File: src/rtl/esfa_report_pkg.sv
// Shared types and constants for the ESFA result reporter.
// Frame length follows ESFA_REPORT_CHECKSUM_EN (4 bytes with checksum, 3 without).
package esfa_report_pkg;

   typedef enum logic [1:0] {
      IDLE  = 2'd0,
      START = 2'd1,
      DATA  = 2'd2,
      STOP  = 2'd3
   } uart_state_e;

   localparam logic [7:0] STATUS_PASS         = 8'h01;
   localparam logic [7:0] STATUS_FAIL         = 8'h00;
   localparam logic [7:0] DEFAULT_HEADER_BYTE = 8'hE5;

`ifdef ESFA_REPORT_CHECKSUM_EN
   localparam int unsigned FRAME_LEN = 4;
`else
   localparam int unsigned FRAME_LEN = 3;
`endif

   localparam int unsigned IDX_W = 2;

endpackage

File: src/rtl/uart_tx_byte.sv
// 8N1 LSB-first byte serialiser; accepts a new byte in IDLE or on the last
// stop-bit cycle so back-to-back bytes go out with no idle gap.
module uart_tx_byte
   import esfa_report_pkg::*;
#(
   parameter int unsigned CLKS_PER_BIT = 868
) (
   input  logic       clk,
   input  logic       reset,
   input  logic       i_valid,
   input  logic [7:0] i_data,
   output logic       o_ready_c,
   output logic       o_tx,
   output logic       o_busy
);

   localparam int unsigned    CNT_W   = (CLKS_PER_BIT > 1) ? $clog2(CLKS_PER_BIT) : 1;
   localparam logic [CNT_W-1:0] CNT_MAX = CNT_W'(CLKS_PER_BIT - 1);

   uart_state_e      r_state;
   uart_state_e      w_state_nxt;
   logic [CNT_W-1:0] r_cnt;
   logic [CNT_W-1:0] w_cnt_nxt;
   logic [2:0]       r_bit;
   logic [2:0]       w_bit_nxt;
   logic [7:0]       r_data;
   logic             r_tx;
   logic             w_tx_nxt;
   logic             r_busy;
   logic             w_busy_nxt;
   logic             w_tick;

   assign w_tick = (r_cnt == CNT_MAX);

   // State and datapath registers; tx/busy are registered from next-state values.
   always_ff @(posedge clk or posedge reset) begin
      if (reset) begin
         r_state <= IDLE;
         r_cnt   <= '0;
         r_bit   <= '0;
         r_data  <= '0;
         r_tx    <= 1'b1;
         r_busy  <= 1'b0;
      end else begin
         r_state <= w_state_nxt;
         r_cnt   <= w_cnt_nxt;
         r_bit   <= w_bit_nxt;
         r_tx    <= w_tx_nxt;
         r_busy  <= w_busy_nxt;
         if (i_valid && o_ready_c) begin
            r_data <= i_data;
         end
      end
   end

   always_comb begin
      w_state_nxt = r_state;
      case (r_state)
         IDLE:    if (i_valid) w_state_nxt = START;
         START:   if (w_tick) w_state_nxt = DATA;
         DATA:    if (w_tick && (r_bit == 3'd7)) w_state_nxt = STOP;
         STOP:    if (w_tick) w_state_nxt = i_valid ? START : IDLE;
         default: w_state_nxt = IDLE;
      endcase
   end

   always_comb begin
      o_ready_c  = (r_state == IDLE) || ((r_state == STOP) && w_tick);
      w_cnt_nxt  = ((r_state == IDLE) || w_tick) ? '0 : r_cnt + CNT_W'(1);
      w_bit_nxt  = r_bit;
      if (r_state == START) begin
         w_bit_nxt = '0;
      end else if ((r_state == DATA) && w_tick) begin
         w_bit_nxt = r_bit + 3'd1;
      end
      w_busy_nxt = (w_state_nxt != IDLE);
      w_tx_nxt   = 1'b1;
      case (w_state_nxt)
         START:   w_tx_nxt = 1'b0;
         DATA:    w_tx_nxt = r_data[w_bit_nxt];
         default: w_tx_nxt = 1'b1;
      endcase
   end

   assign o_tx   = r_tx;
   assign o_busy = r_busy;

endmodule

File: src/rtl/esfa_result_uart.sv
// Reports each completed ESFA run as a UART frame: header, status, error ID.
// Define ESFA_REPORT_CHECKSUM_EN to append an XOR checksum byte.
module esfa_result_uart
   import esfa_report_pkg::*;
#(
   parameter int unsigned CLKS_PER_BIT = 868,
   parameter logic [7:0]  HEADER_BYTE  = DEFAULT_HEADER_BYTE
) (
   input  logic       clk,
   input  logic       reset,
   input  logic       didRun,
   input  logic       wasSuccessful,
   input  logic [7:0] instructionOfError,
   output logic       tx,
   output logic       busy,
   output logic       frame_done,
   output logic       overrun
);

   localparam logic [IDX_W-1:0] LAST_IDX = IDX_W'(FRAME_LEN - 1);

   logic             r_didrun_q;
   logic             r_active;
   logic [IDX_W-1:0] r_idx;
   logic [7:0]       r_b1;
   logic [7:0]       r_b2;
   logic             r_frame_done;
   logic             r_overrun;

   logic             w_req;
   logic             w_start;
   logic             w_valid_c;
   logic             w_ready_c;
   logic             w_frame_end;
   logic [7:0]       w_next_byte;
   logic [7:0]       w_byte_c;
   logic             w_tx;
   logic             w_busy;

   assign w_req       = didRun & ~r_didrun_q;
   assign w_start     = w_req & ~r_active;
   assign w_valid_c   = w_start | (r_active & (r_idx != LAST_IDX));
   assign w_frame_end = r_active & w_ready_c & (r_idx == LAST_IDX);
   assign w_byte_c    = w_start ? HEADER_BYTE : w_next_byte;

`ifdef ESFA_REPORT_CHECKSUM_EN
   logic [7:0] w_chk;
   assign w_chk = HEADER_BYTE ^ r_b1 ^ r_b2;
`endif

   // Byte following the one currently on the line.
   always_comb begin
      w_next_byte = r_b1;
      case (r_idx)
         2'd0:    w_next_byte = r_b1;
         2'd1:    w_next_byte = r_b2;
`ifdef ESFA_REPORT_CHECKSUM_EN
         2'd2:    w_next_byte = w_chk;
`endif
         default: w_next_byte = r_b1;
      endcase
   end

   // r_active spans the whole frame, so an edge on the final stop cycle is still an overrun.
   always_ff @(posedge clk or posedge reset) begin
      if (reset) begin
         r_didrun_q   <= 1'b1;
         r_active     <= 1'b0;
         r_idx        <= '0;
         r_b1         <= '0;
         r_b2         <= '0;
         r_frame_done <= 1'b0;
         r_overrun    <= 1'b0;
      end else begin
         r_didrun_q   <= didRun;
         r_frame_done <= w_frame_end;
         if (w_start) begin
            r_active <= 1'b1;
            r_idx    <= '0;
            r_b1     <= wasSuccessful ? STATUS_PASS : STATUS_FAIL;
            r_b2     <= wasSuccessful ? 8'h00 : instructionOfError;
         end else if (r_active && w_ready_c) begin
            if (r_idx == LAST_IDX) begin
               r_active <= 1'b0;
            end else begin
               r_idx <= r_idx + IDX_W'(1);
            end
         end
         if (w_req && r_active) begin
            r_overrun <= 1'b1;
         end
      end
   end

   uart_tx_byte #(
      .CLKS_PER_BIT (CLKS_PER_BIT)
   ) u_tx (
      .clk       (clk),
      .reset     (reset),
      .i_valid   (w_valid_c),
      .i_data    (w_byte_c),
      .o_ready_c (w_ready_c),
      .o_tx      (w_tx),
      .o_busy    (w_busy)
   );

   assign tx         = w_tx;
   assign busy       = w_busy;
   assign frame_done = r_frame_done;
   assign overrun    = r_overrun;

endmodule

File: config.mk
export PLATFORM = sky130hd
export DESIGN_NAME = esfa_result_uart
export DESIGN_NICKNAME = d
export VERILOG_FILES = /design/src/rtl/esfa_report_pkg.sv /design/src/rtl/uart_tx_byte.sv /design/src/rtl/esfa_result_uart.sv
export SDC_FILE = /design/constraint.sdc
export NUM_CORES = 1
export LEC_CHECK = 0
export ABC_AREA = 1
export CAP_MARGIN = 20
export CORE_MARGIN = 5
export CORE_UTILIZATION = 25
export CTS_CLUSTER_SIZE = 20
export DETAILED_ROUTE_END_ITERATION = 7
export HOLD_SLACK_MARGIN = 0.02
export SYNTH_ARGS = -nofsm -noshare
export SYNTH_HDL_FRONTEND = slang
export SYNTH_SLANG_ARGS = --single-unit
File: constraint.sdc
create_clock -name clk -period 1.5 [get_ports clk]
set_clock_uncertainty 0.05 [all_clocks]
set_input_delay 0.3 -clock clk [delete_from_list [all_inputs] [get_ports clk]]
set_output_delay 0.3 -clock clk [all_outputs]
set_load 0.01 [all_outputs]
[After elaboration in Yosys (flattened, before gate mapping)]
Cells that the tools add are included.
Widths: inputs -> output; s select.
Cells by class
  add/subtract/negate cells: 3
  $lt $le $gt $ge: 1
  equality and inequality tests: 11
  multiplexer cells: 22
  bitwise logic cells: 8
  reduce and logical (&&, ||, !) cells: 14
Operators with widths (count)
  $mux 8: 3
  $mux 2: 7
  $add 10x1->10 const B: 1
  $eq 10x10->1 const B: 1
  $mux 10: 1
  $eq 2x2->1 const B: 4
  $pmux 2 s4: 1
  $eq 2x1->1 const B: 3
  $logic_and 1x1->1: 6
  $mux 1: 6
  $mux 3: 2
  $reduce_bool 2->1: 3
  $and 1x1->1: 5
  $lt 3x4->1 const B: 1
  $ne 2x2->1 const B: 2
  $reduce_and 2->1: 2
  $add 3x1->3 const B: 1
  $bmux 1 s3: 1
  $eq 3x3->1 const B: 1
  $add 2x1->2 const B: 1
  $logic_not 2->1: 1
  $logic_or 1x1->1: 2
  $not 1->1: 2
  $pmux 1 s2: 1
  $or 1x1->1: 1
Storage, ports and cells
  register bits: 47
  bits of input ports: 12
  output and inout bits: 4
  logic and storage cells: 72

[Depth between registers and ports, before layout]
Gate-level depths: netlist (run 1).
  depth in word-level cells: 9
  gate-level depth with buffers: 13
  depth with buffers taken out: 13

[Hierarchy]
Synthesis (run 1) repeated with hierarchy kept, for this count alone.
Second synthesis, totals
  cells, all modules: 243
  area, all modules: 2073.2 µm²
By module, submodules not included
  uart_tx_byte: times used 1, cells each 152, area each 1301.2 µm², sequential area each 626.9 µm²
  esfa_result_uart: times used 1, cells each 91, area each 772.0 µm², sequential area each 376.6 µm²

[Worst setup path before layout (run 1)]
Ideal clock, no wire load.
  kind: flip-flop to flip-flop
  start: reg u_tx.r_cnt[0]
  end: reg u_tx.r_data[0]
  setup time: 122 ps
  arrival: 1445 ps
  required time: 1328 ps
  slack: -117 ps
  cell stages (with the launch flop): 13
  buffers on the path: 0
  period minus slack after synthesis: 1617 ps
  cell sequence: dfrtp_1 -> ha_1 -> inv_1 -> nor2_2 -> nand2_2 -> nor2_4 -> nand2_2 -> nand2_4 -> nand2_4 -> nor2_8 -> nand2_4 -> inv_2 -> a2bb2oi_1
Between the ends
  word-level cells in the longest chain between the ends: 4
Ends and longest elaborated chain
  start: declaration: line uart_tx_byte.sv:22  | logic [CNT_W-1:0] r_cnt;
  start signal: assignment: line uart_tx_byte.sv:46  | r_cnt <= w_cnt_nxt;
  $eq 10x10->1: line uart_tx_byte.sv:33  | assign w_tick = (r_cnt == CNT_MAX);
  $logic_and 1x1->1: line uart_tx_byte.sv:68  | o_ready_c = (r_state == IDLE) || ((r_state == STOP) && w_tick);
  $logic_or 1x1->1: line uart_tx_byte.sv:68
  $logic_and 1x1->1: line uart_tx_byte.sv:50  | if (i_valid && o_ready_c) begin
  end signal: assignment: line uart_tx_byte.sv:51  | r_data <= i_data;
  end: declaration: line uart_tx_byte.sv:26  | logic [7:0] r_data;
No other way between the ends.
A chain may end at the register's enable or synchronous reset.

[Worst setup path in the final report (run 1)]
  start: reg u_tx.r_cnt[0]
  end: reg u_tx.r_data[5]
The elaborated chain is that of the path after synthesis.

==> results.txt, run 1 <==
----------------------------------------------------
[Power]
  Combinational share of power ... 0.226
  Power spent charging and discharging nets ... roughly 810 uW
  Peak ir drop on the vdd network ... ~0.57 mV
  Relative contribution of the clock network to total power ... 0.317
  Switching share of total power ... 0.275
  Sequential share of power ... 0.456
  Leakage power total ... 0.00133 uW
  Internal power ... between 2000 and 2500 uW
  Power per cell area ... roughly 1100 nW/um^2

[Timing]
  Hold Vio Cnt, Final ... 0
  Setup-failing EPs final ... 25
  Setup repair after global routing missed its margin ... yes
  Max transition margin ... 0.684
  Hold WS ... about 0.29 ns
  Number of slew-limit violations in the final report ... 0
  Setup slack after layout ... -0.224 ns
  Crit share post-route ... 1.15
  Achievable Freq ... 0.580 GHz
  Shortest clock period the worst path allows after layout ... 1.72 ns
  Tightest Pin Transition ... around 0.47 ns

[Placed design]
  Final weighted congestion in routability-driven placement ... between 0.8 and 0.9
  Number of input and output port buffers inserted ... 15
  Placed wire-length estimate ... approximately 2900 um
  Placed cell areas ... between 2000 and 3000 sq um

[Synthesis]
  Fraction of the mapped netlist area in adder cells ... 0.0314
  Synth top area share ... 0.478
  Mux cell area share after synthesis ... 0
  Simple-gate area share of the yosys netlist ... 0.269
  Synthesis-stage register bit count ... 40
  Syn nets ... ~230
  Dominant combinational cell family by area after synthesis ... simple AND/OR/NAND/NOR gates
  Cell count after synthesis ... between 200 and 250
  Distinct cell type count of the synthesized netlist ... 33
  Dominant cell type by area after synthesis ... dfrtp_1
  Total of warnings raised by yosys ... 0
  Compound-gate portion of the synthesized area ... 0.111
  Cell area after synthesis ... 1990 sq um
  Xor/xnor share of the synthesized area ... 0.00881
  Largest cells by area after synthesis ... dfrtp_1 (48%), nand2_1 (6.4%), inv_1 (5.3%)
  Sequential area share after synthesis ... 0.504
  Post-Synthesis Mean Instance Area ... 9.25 sq um

[Drt]
  Residual DRC count ... 0
  Via count ... 1585
  Via density ... around 4.3
  Detail Route Antenna Nets ... 0
  Aggregate routed wire length ... 3900 um
  Drt first-iter violations ... 54
  Wire per inst ... around 10 um
  Pre-Repair DR Iteration Count ... 4

[Clock tree]
  Clock tree from TritonCTS ... built
  Maximum count of clock buffers along a single path ... 2
  Clock Pin Slew Worst Setup and Hold Paths ... 0.08 ns
  Insertion delay to the later sink of the worst-skew pair ... roughly 0.3 ns
  TritonCTS Buffers ... 5
  Clk Tree Root Cell ... clkbuf_8
  Number of H-tree branching levels ... 2
  Total of hold buffers inserted after clock tree synthesis ... 0
  Number of clock sinks ... 40

[Finish]
  Fraction of final layout cells sized beyond drive strength 1 ... 0.363
  Top library cells by usage in the layout, fill and taps aside ... dfrtp_1 (38), nand2_1 (30), buf_4 (30), inv_1 (27), nor2_1 (15)
  Nets@finish ... 286
  Ant. Diodes ... 0
  Area growth from synthesis to layout ... 40.0%
  Cell area after layout ... between 2000 and 3000 sq um
  Most common cell after layout, fill and taps aside ... dfrtp_1

[Setup path]
  Setup crit end ... u_tx.r_data[5]
  Element type at the critical path end ... flip-flop
  Endpoint of the lowest-slack register-to-register path ... u_tx.r_data[5]
  Required time at the endpoint of the critical path ... approximately 1.6 ns
  Critical path start-end classification ... reg2reg
  FF-to-FF setup slack ... -0.22 ns
  Worst-path maximum fanout ... 8
  Type of origin of the critical path ... flip-flop
  Data arrival time at the worst-slack endpoint ... approximately 1.9 ns
  Reg-to-reg critical path startpoint ... u_tx.r_cnt[0]
  Worst Reg2Reg Path Length in Cells ... 12
  Startpoint of the most critical setup path ... u_tx.r_cnt[0]

[Die]
  Total core area ... between 7000 and 8000 sq um
  Rows ... 32
  Die Footprint ... between 9000 and 10000 sq um
  Count of boundary I/O pins ... 16
  Effective utilization at floorplan ... 0.257
  Die outline width ... slightly below 100 um
  Vertical extent of the die ... 99.2 um

[Global routing]
  Global-route wire length before repair ... between 7000 and 8000 um
  Total track usage ... 0.0901
  Vias in the first global route ... 1692
  Pin count of the biggest net entering global routing ... ~40
  Total congestion overflow ... 0
  Antenna violations before repair ... 0

[Status]
  Violations in the final reports ... negative setup slack
  Status ... finished, violations left

[Run]
  Max_cap viols ... 0

[Hold path]
  Path category of the worst min-delay check ... in2async

----------------------------------------------------
[synth_stat cells, drive strengths merged]
| cell | instances |
|---|---|
| a22o | 8 |
| nor3 | 5 |
| dfstp | 2 |
| buf | 2 |
| dfrtp | 38 |
| a2bb2oi | 5 |
| ha | 5 |
| clkbuf | 1 |
| o21ai | 7 |
| a21oi | 7 |
| o21a | 1 |
| nand2 | 45 |
| xor2 | 2 |
| nor2 | 25 |
| nor3b | 2 |
| a21o | 1 |
| nand3 | 18 |
| inv | 36 |
| nand4 | 3 |
| o22ai | 2 |
[logic make-up (layout without fill, tap and decap cells)]
family | count (synthesis) | count (layout)
simple gates | 98 | 98
flops | 40 | 40
buf+inv | 39 | 94
compound gates | 31 | 31
fa+ha+maj | 5 | 5
xor+xnor | 2 | 2
[metal layers]
layer,wire (um),part of all wire,up-vias,track usage
li1,-,-,805,-
met1,1680,0.43,748,0.103
met2,1990,0.51,24,0.159
met3,140,0.036,8,0.0231
met4,82,0.021,0,0.0378
met5,0,0,-,0
[state kept, by name, indices dropped and copies added (netlist names), 2 cells and up]
register / count
r_idx: 2
u_tx.r_data: 8
u_tx.r_bit: 3
u_tx.r_cnt: 10
r_b2: 8
u_tx.r_state: 2
[critical path, stage by stage, from the launching register on]
cell	delay (ns)
dfrtp_1	0.36
ha_2	0.19
inv_2	0.05
nor2_4	0.11
nand2_2	0.08
nor2_4	0.14
nand2_4	0.09
nand2_4	0.08
nand2_4	0.07
nor2_8	0.17
nand2_4	0.08
inv_4	0.08
a2bb2oi_1	0.06
[power by group through the flow]
| stage | registers (uW) | logic, uW | clock network [uW] |
|---|---|---|---|
| 3_5_place_dp | 1370 | 637 | 0 |
| 5_1_grt | 1370 | 748 | 1010 |
| 3_3_place_gp | 1360 | 629 | 0 |
| 6_report | 1350 | 669 | 938 |
| 2_1_floorplan | 1350 | 350 | 0 |
| 4_1_cts | 1350 | 650 | 975 |
[worst min-delay path by stage]
| stage | endpoint | from | slack (ns) | cells past startpoint |
|---|---|---|---|---|
| floorplan | r_didrun_q | didRun | 0.25 | 0 |
| global placement | overrun | overrun | 0.41 | 1 |
| detailed placement | overrun | overrun | 0.42 | 1 |
| CTS | u_tx.r_cnt[0] | reset | 0.30 | 3 |
| global route | u_tx.r_cnt[0] | reset | 0.33 | 3 |
| finish | u_tx.r_cnt[0] | reset | 0.29 | 3 |
[through the flow]
stage	total power, uW	setup TNS [ns]	util	instances	setup WS, ns
after floorplan	1700	-0.787	-	215	-0.0820
after global placement	1990	-5.89	0.325	359	-0.304
after detailed placement	2000	-6.47	0.325	359	-0.331
after CTS	2970	-3.91	0.354	372	-0.250
after global routing	3120	-5.79	0.360	372	-0.332
final	2960	-3.41	0.360	372	-0.224
[layout make-up]
type                    count  area, sq um
fillers                   777         4940
flip-flops and latches     40         1000
multi-input cells         136          948
repair buffers             50          444
inverters                  36          140
well taps                 102          128
clock buffers               6         82.6
clock inverters             2         38.8
[what timing repair did]
| item | 4_1_cts | 5_1_grt |
|---|---|---|
| resized for setup | 21 | 12 |
| setup buffers | 4 | 1 |
| endpoints found under the setup margin | 30 | 35 |
| gates cloned | 1 | 0 |
| pin swaps | 3 | 3 |
No activity file was read; power rests on OpenSTA's default activity.
==> inputs of run 2 (changes only) <==
--- a/config.mk
+++ b/config.mk
@@ -9,9 +9,11 @@
 export CAP_MARGIN = 20
 export CORE_MARGIN = 5
 export CORE_UTILIZATION = 25
-export CTS_CLUSTER_SIZE = 20
+export CTS_CLUSTER_SIZE = 14
 export DETAILED_ROUTE_END_ITERATION = 7
+export DONT_BUFFER_PORTS = 1
 export HOLD_SLACK_MARGIN = 0.02
+export PLACE_DENSITY = 0.44
 export SYNTH_ARGS = -nofsm -noshare
 export SYNTH_HDL_FRONTEND = slang
 export SYNTH_SLANG_ARGS = --single-unit
==> run 2 against run 1 <==
  * Global-route usage increased by 0.40 points
  * Combinational power rose by 32%
  * The run still ends with negative setup slack left
  * Core utilization increased by 1.6 points
  * Cell count unchanged
  * Sequential cell count stayed put
  * First-iteration DRC count fell by 41%
  * Worst setup slack got worse by 0.063 ns
  * Critical path type unchanged
==> results.txt, run 2 (synthesis results as in run 1) <==
----------------------------------------------------
[Placed design]
  Placed cell areas ... approximately 2400 sq um
  Number of input and output port buffers inserted ... 0
  Final weighted congestion in routability-driven placement ... 0.751
  Placed wire-length estimate ... about 3000 um

[Power]
  Total Power ... approximately 3200 uW
  Combinational share of power ... 0.281
  Leakage power total ... around 0.0014 uW
  Relative contribution of the clock network to total power ... 0.294
  Power per cell area ... ~1100 nW/um^2
  Peak ir drop on the vdd network ... 0.419 mV
  Switching share of total power ... 0.296
  Power spent charging and discharging nets ... 935 uW
  Sequential share of power ... 0.425
  Internal power ... approximately 2200 uW

[Setup path]
  Element type at the critical path end ... flip-flop
  FF-to-FF setup slack ... -0.29 ns
  Crit path buffers/inverters ... 2
  Worst-path maximum fanout ... 5
  Required time at the endpoint of the critical path ... around 1.6 ns
  Worst-path cell chain ... ha_2, inv_2, nor2_4, nand2_2, nor2_4, nand2_4, nand2_4, nand2_4, nor2_8, nand2_4, inv_6, a2bb2oi_2
  Most numerous cell on the critical path ... nand2_4
  Critical path start-end classification ... reg2reg
  Maximum cell stage delay along the critical path ... 0.36 ns
  Dominant delay contributor by cell family on the critical path ... simple AND/OR/NAND/NOR gates
  Data arrival time at the worst-slack endpoint ... a little under 2 ns
  Cell with the largest stage delay on the worst path ... dfrtp_1
  Type of origin of the critical path ... flip-flop

[Finish]
  Area growth from synthesis to layout ... 46.0%
  Ant. Diodes ... 0
  Registers with the most flip-flops ... u_tx.r_cnt (10), r_b2 (8), u_tx.r_data (8)
  Fraction of final layout cells sized beyond drive strength 1 ... 0.478
  Cell area after layout ... between 2000 and 3000 sq um
  Layout Utilization ... 0.376
  Most common cell after layout, fill and taps aside ... buf_4
  Nets@finish ... ~290
  Register with the most flip-flops ... u_tx.r_cnt
  Largest register FFs ... 10
  Top library cells by usage in the layout, fill and taps aside ... buf_4 (39), dfrtp_1 (38), nand2_1 (27), inv_1 (24), nand3_1 (14)

[Status]
  Violations in the final reports ... negative setup slack
  Status ... finished, violations left

[Die]
  Die outline width ... about 100 um
  Count of boundary I/O pins ... 16
  Effective utilization at floorplan ... 0.257
  Die Footprint ... roughly 9800 sq um
  Vertical extent of the die ... 99.2 um
  Rows ... 32
  Total core area ... roughly 7700 sq um

[Drt]
  Pre-Repair DR Iteration Count ... 3
  Detail Route Antenna Nets ... 0
  Wire per inst ... ~11 um
  Aggregate routed wire length ... around 4300 um
  Drt first-iter violations ... 32
  Residual DRC count ... 0
  Via count ... 1553
  Via density ... between 4 and 5

[Run]
  Max_cap viols ... 0

[Timing]
  Setup slack after layout ... -0.287 ns
  Shortest clock period the worst path allows after layout ... around 1.8 ns
  Hold Vio Cnt, Final ... 0
  Setup repair after global routing missed its margin ... yes
  Setup-failing EPs final ... 27
  Crit share post-route ... 1.19
  Tightest Pin Transition ... 0.330 ns
  Number of slew-limit violations in the final report ... 0
  Achievable Freq ... 0.560 GHz
  Setup_tns ... -5.15 ns
  Max transition margin ... 0.780

[Clock tree]
  TritonCTS Buffers ... 5
  Number of H-tree branching levels ... 2
  Maximum count of clock buffers along a single path ... 2
  Number of clock sinks ... 40
  Clock Pin Slew Worst Setup and Hold Paths ... around 0.090 ns
  Clock tree from TritonCTS ... built
  Clk Tree Root Cell ... clkbuf_8
  Insertion delay to the later sink of the worst-skew pair ... approximately 0.30 ns

[Global routing]
  Antenna violations before repair ... 0
  Vias in the first global route ... approximately 1700
  Global-route wire length before repair ... approximately 7600 um
  Pin count of the biggest net entering global routing ... 27
  Total congestion overflow ... 0
  Total track usage ... 0.0941

[Hold path]
  Path category of the worst min-delay check ... in2reg

----------------------------------------------------
-- run 2: per-layer routing --
metal / vias to the layer above / track usage / wire [um]
li1: 806 / - / -
met1: 724 / 0.112 / 1970
met2: 16 / 0.167 / 2110
met3: 7 / 0.0224 / 130
met4: 0 / 0.0284 / 61
met5: - / 0 / 0
-- run 2: worst paths after layout --
kind | from | to | cells after the start
min reg2reg | u_tx.r_data[4] | u_tx.r_data[4] | 2
min in group asynchronous | reset | u_tx.r_cnt[1] | 3
max | u_tx.r_cnt[1] | u_tx.r_data[2] | 12
max reg2reg | u_tx.r_cnt[1] | u_tx.r_data[2] | 12
max in group asynchronous | reset | r_didrun_q | 3
min | instructionOfError[1] | r_b2[1] | 1
-- run 2: power groups by stage --
stage          logic, uW  clock network [uW]  registers, uW
2_1_floorplan        350                   0           1350
3_3_place_gp         661                   0           1360
3_5_place_dp         665                   0           1360
4_1_cts              697                 964           1340
5_1_grt              978                1010           1360
6_report             886                 926           1340
-- run 2: layout make-up --
cell class                 instances  area, sq um
clock inverter                     3         46.3
clock buffer                       5         68.8
fill                             764         4820
sequential                        40         1000
multi-input combinational        136         1070
tap                              102          128
timing repair buffer              50          444
inverter                          36          148
-- run 2: timing repair --
action	CTS	global route
pin swaps	2	23
buffers inserted	6	5
setup endpoints to repair	19	29
resized for setup	12	51
hold buffers	2	0
hold endpoints to repair	39	0
-- run 2: per-stage QoR --
stage / cells / hold WS (ns) / setup WS [ns]
floorplan: 215 / 0.254 / -0.0820
CTS: 368 / 0.0662 / -0.210
global route: 372 / 0.0600 / -0.408
finish: 372 / 0.0786 / -0.287
global placement: 353 / 0.188 / -0.189
detailed placement: 353 / 0.191 / -0.215
==> inputs of run 3 (changes only) <==
--- a/config.mk
+++ b/config.mk
@@ -7,7 +7,6 @@
 export LEC_CHECK = 0
 export ABC_AREA = 1
 export CAP_MARGIN = 20
-export CORE_MARGIN = 5
 export CORE_UTILIZATION = 25
 export CTS_CLUSTER_SIZE = 14
 export DETAILED_ROUTE_END_ITERATION = 7
==> run 3 against run 2 <==
  * The run still ends with negative setup slack left
  * Die area fell by 15%
  * Via count fell by 1.2%
  * Sequential share of layout area rose by 1.8 points
  * Cell count fell by 1.9%
  * Sequential cell count did not move
  * Largest cell class is now sequential cells
==> results.txt, run 3 (synthesis results as in run 1) <==
----------------------------------------------------
[Finish]
  Nets@finish ... about 280
  Register with the most flip-flops ... u_tx.r_cnt
  Area growth from synthesis to layout ... 38.9%
  Fraction of final layout cells sized beyond drive strength 1 ... 0.411
  Count of filler cells inserted in the layout ... about 800
  Largest register FFs ... 10
  Top library cells by usage in the layout, fill and taps aside ... dfrtp_1 (38), buf_4 (34), nand2_1 (30), inv_1 (26), nand3_1 (17)
  Registers with the most flip-flops ... u_tx.r_cnt (10), r_b2 (8), u_tx.r_data (8)
  Layout Utilization ... 0.358
  Ant. Diodes ... 0
  Most common cell after layout, fill and taps aside ... dfrtp_1

[Global routing]
  Vias in the first global route ... ~1500
  Total track usage ... 0.109
  Total congestion overflow ... 0
  Pin count of the biggest net entering global routing ... 27
  Global-route wire length before repair ... 7070 um
  Antenna violations before repair ... 0

[Drt]
  Aggregate routed wire length ... about 4100 um
  Detail Route Antenna Nets ... 0
  Pre-Repair DR Iteration Count ... 4
  Via count ... roughly 1500
  Via density ... 4.21
  Drt first-iter violations ... 26
  Residual DRC count ... 0
  Wire per inst ... 11.2 um

[Timing]
  Setup-failing EPs final ... 24
  Tightest Pin Transition ... 0.459 ns
  Setup repair after global routing missed its margin ... yes
  Number of slew-limit violations in the final report ... 0
  Hold WS ... between 0.07 and 0.08 ns
  Achievable Freq ... about 0.58 GHz
  Shortest clock period the worst path allows after layout ... roughly 1.7 ns
  Setup slack after layout ... -0.218 ns
  Crit share post-route ... 1.15
  Hold Vio Cnt, Final ... 0
  Max transition margin ... 0.693

[Setup path]
  Type of origin of the critical path ... flip-flop
  Critical path start-end classification ... reg2reg
  Data arrival time at the worst-slack endpoint ... between 1.5 and 2 ns
  Worst Reg2Reg Path Length in Cells ... 11
  FF-to-FF setup slack ... -0.22 ns
  Required time at the endpoint of the critical path ... approximately 1.7 ns
  Endpoint of the lowest-slack register-to-register path ... u_tx.r_data[7]
  Worst-path maximum fanout ... 5
  Element type at the critical path end ... flip-flop
  Reg-to-reg critical path startpoint ... u_tx.r_cnt[0]

[Die]
  Effective utilization at floorplan ... 0.257
  Total core area ... 7730 sq um
  Die Footprint ... 8320 sq um
  Vertical extent of the die ... around 91 um
  Count of boundary I/O pins ... 16
  Die outline width ... slightly above 90 um
  Rows ... 32

[Hold path]
  Path category of the worst min-delay check ... in2reg
  Endpoint with the worst hold slack ... r_b2[3]
  Hold depth ... 1
  Min-Delay Startpoint ... instructionOfError[3]

[Placed design]
  Number of input and output port buffers inserted ... 0
  Placed wire-length estimate ... around 3000 um
  Dpl ws ... -0.196 ns
  Final weighted congestion in routability-driven placement ... 0.747

[Power]
  Power per cell area ... ~1100 nW/um^2
  Leakage power total ... between 0.001 and 0.0015 uW
  Sequential share of power ... 0.449
  Relative contribution of the clock network to total power ... 0.306
  Peak ir drop on the vdd network ... approximately 0.5 mV
  Switching share of total power ... 0.283
  Internal power ... between 2000 and 2500 uW
  Power spent charging and discharging nets ... between 800 and 900 uW
  Combinational share of power ... 0.245

[Clock tree]
  Clock Pin Slew Worst Setup and Hold Paths ... roughly 0.09 ns
  TritonCTS Buffers ... 5
  Insertion delay to the later sink of the worst-skew pair ... 0.29 ns
  Number of H-tree branching levels ... 2
  Maximum count of clock buffers along a single path ... 2
  Number of clock sinks ... 40
  Clk Tree Root Cell ... clkbuf_8
  Clock tree from TritonCTS ... built

[Status]
  Status ... finished, violations left
  Violations in the final reports ... negative setup slack

[Run]
  Max_cap viols ... 0

----------------------------------------------------
run 3: cell types whose count changed in the layout (fill, tap and decap cells not counted), sizes merged:
cell / delta
buf: -8
clkbuf: +1
run 3: repair_timing:
action	in CTS	in global routing
buffers inserted	3	2
endpoints found under the setup margin	18	28
hold buffers	2	0
pin swaps	1	7
hold endpoints to repair	7	0
resized for setup	10	28
gates cloned	0	1
run 3: worst max-delay path by stage:
stage / from / end / slack (ns)
after floorplan: u_tx.r_cnt[0] / u_tx.r_data[0] / -0.08
after CTS: u_tx.r_cnt[0] / u_tx.r_data[7] / -0.19
after global placement: u_tx.r_cnt[0] / r_idx[0] / -0.20
final: u_tx.r_cnt[0] / u_tx.r_data[7] / -0.22
after global routing: u_tx.r_cnt[0] / u_tx.o_tx / -0.36
after detailed placement: u_tx.r_cnt[0] / u_tx.r_data[0] / -0.20
run 3: critical path, stage by stage (launching register included):
cell	delay (ns)
dfrtp_1	0.36
ha_2	0.19
inv_2	0.05
nor2_4	0.13
nand2_2	0.08
nor2_4	0.12
nand2_2	0.10
nand2_4	0.09
nand2_4	0.07
nor2_8	0.16
buf_12	0.14
a2bb2oi_2	0.12
run 3: power groups by stage:
stage          logic, uW  clock network, uW  registers (uW)
6_report             730                909            1340
5_1_grt              822               1010            1360
4_1_cts              662                954            1340
3_5_place_dp         646                  0            1360
3_3_place_gp         643                  0            1360
2_1_floorplan        350                  0            1350
run 3: through the flow:
stage,power [uW],instance area [sq um],TNS [ns],instances
after CTS,2960,2610,-2.33,363
after global placement,2000,2400,-2.20,351
after detailed placement,2010,2400,-2.38,351
after floorplan,1700,2000,-0.787,215
final,2980,2760,-3.34,365
after global routing,3190,2760,-6.00,365
run 3: layout make-up:
type | instances | area, sq um | share of cell area
clock buffers | 5 | 68.8 | 0.0249
well taps | 102 | 128 | 0.0462
clock inverters | 3 | 46.3 | 0.0168
multi-input cells | 136 | 982 | 0.356
flip-flops and latches | 40 | 1000 | 0.363
repair buffers | 43 | 389 | 0.141
inverters | 36 | 145 | 0.0525
run 3: per-layer routing:
metal / vias up / routed length (um) / track usage
li1: 789 / - / -
met1: 724 / 1860 / 0.129
met2: 18 / 2060 / 0.187
met3: 4 / 120 / 0.0327
met4: 0 / 40 / 0.0357
met5: - / 0 / 0
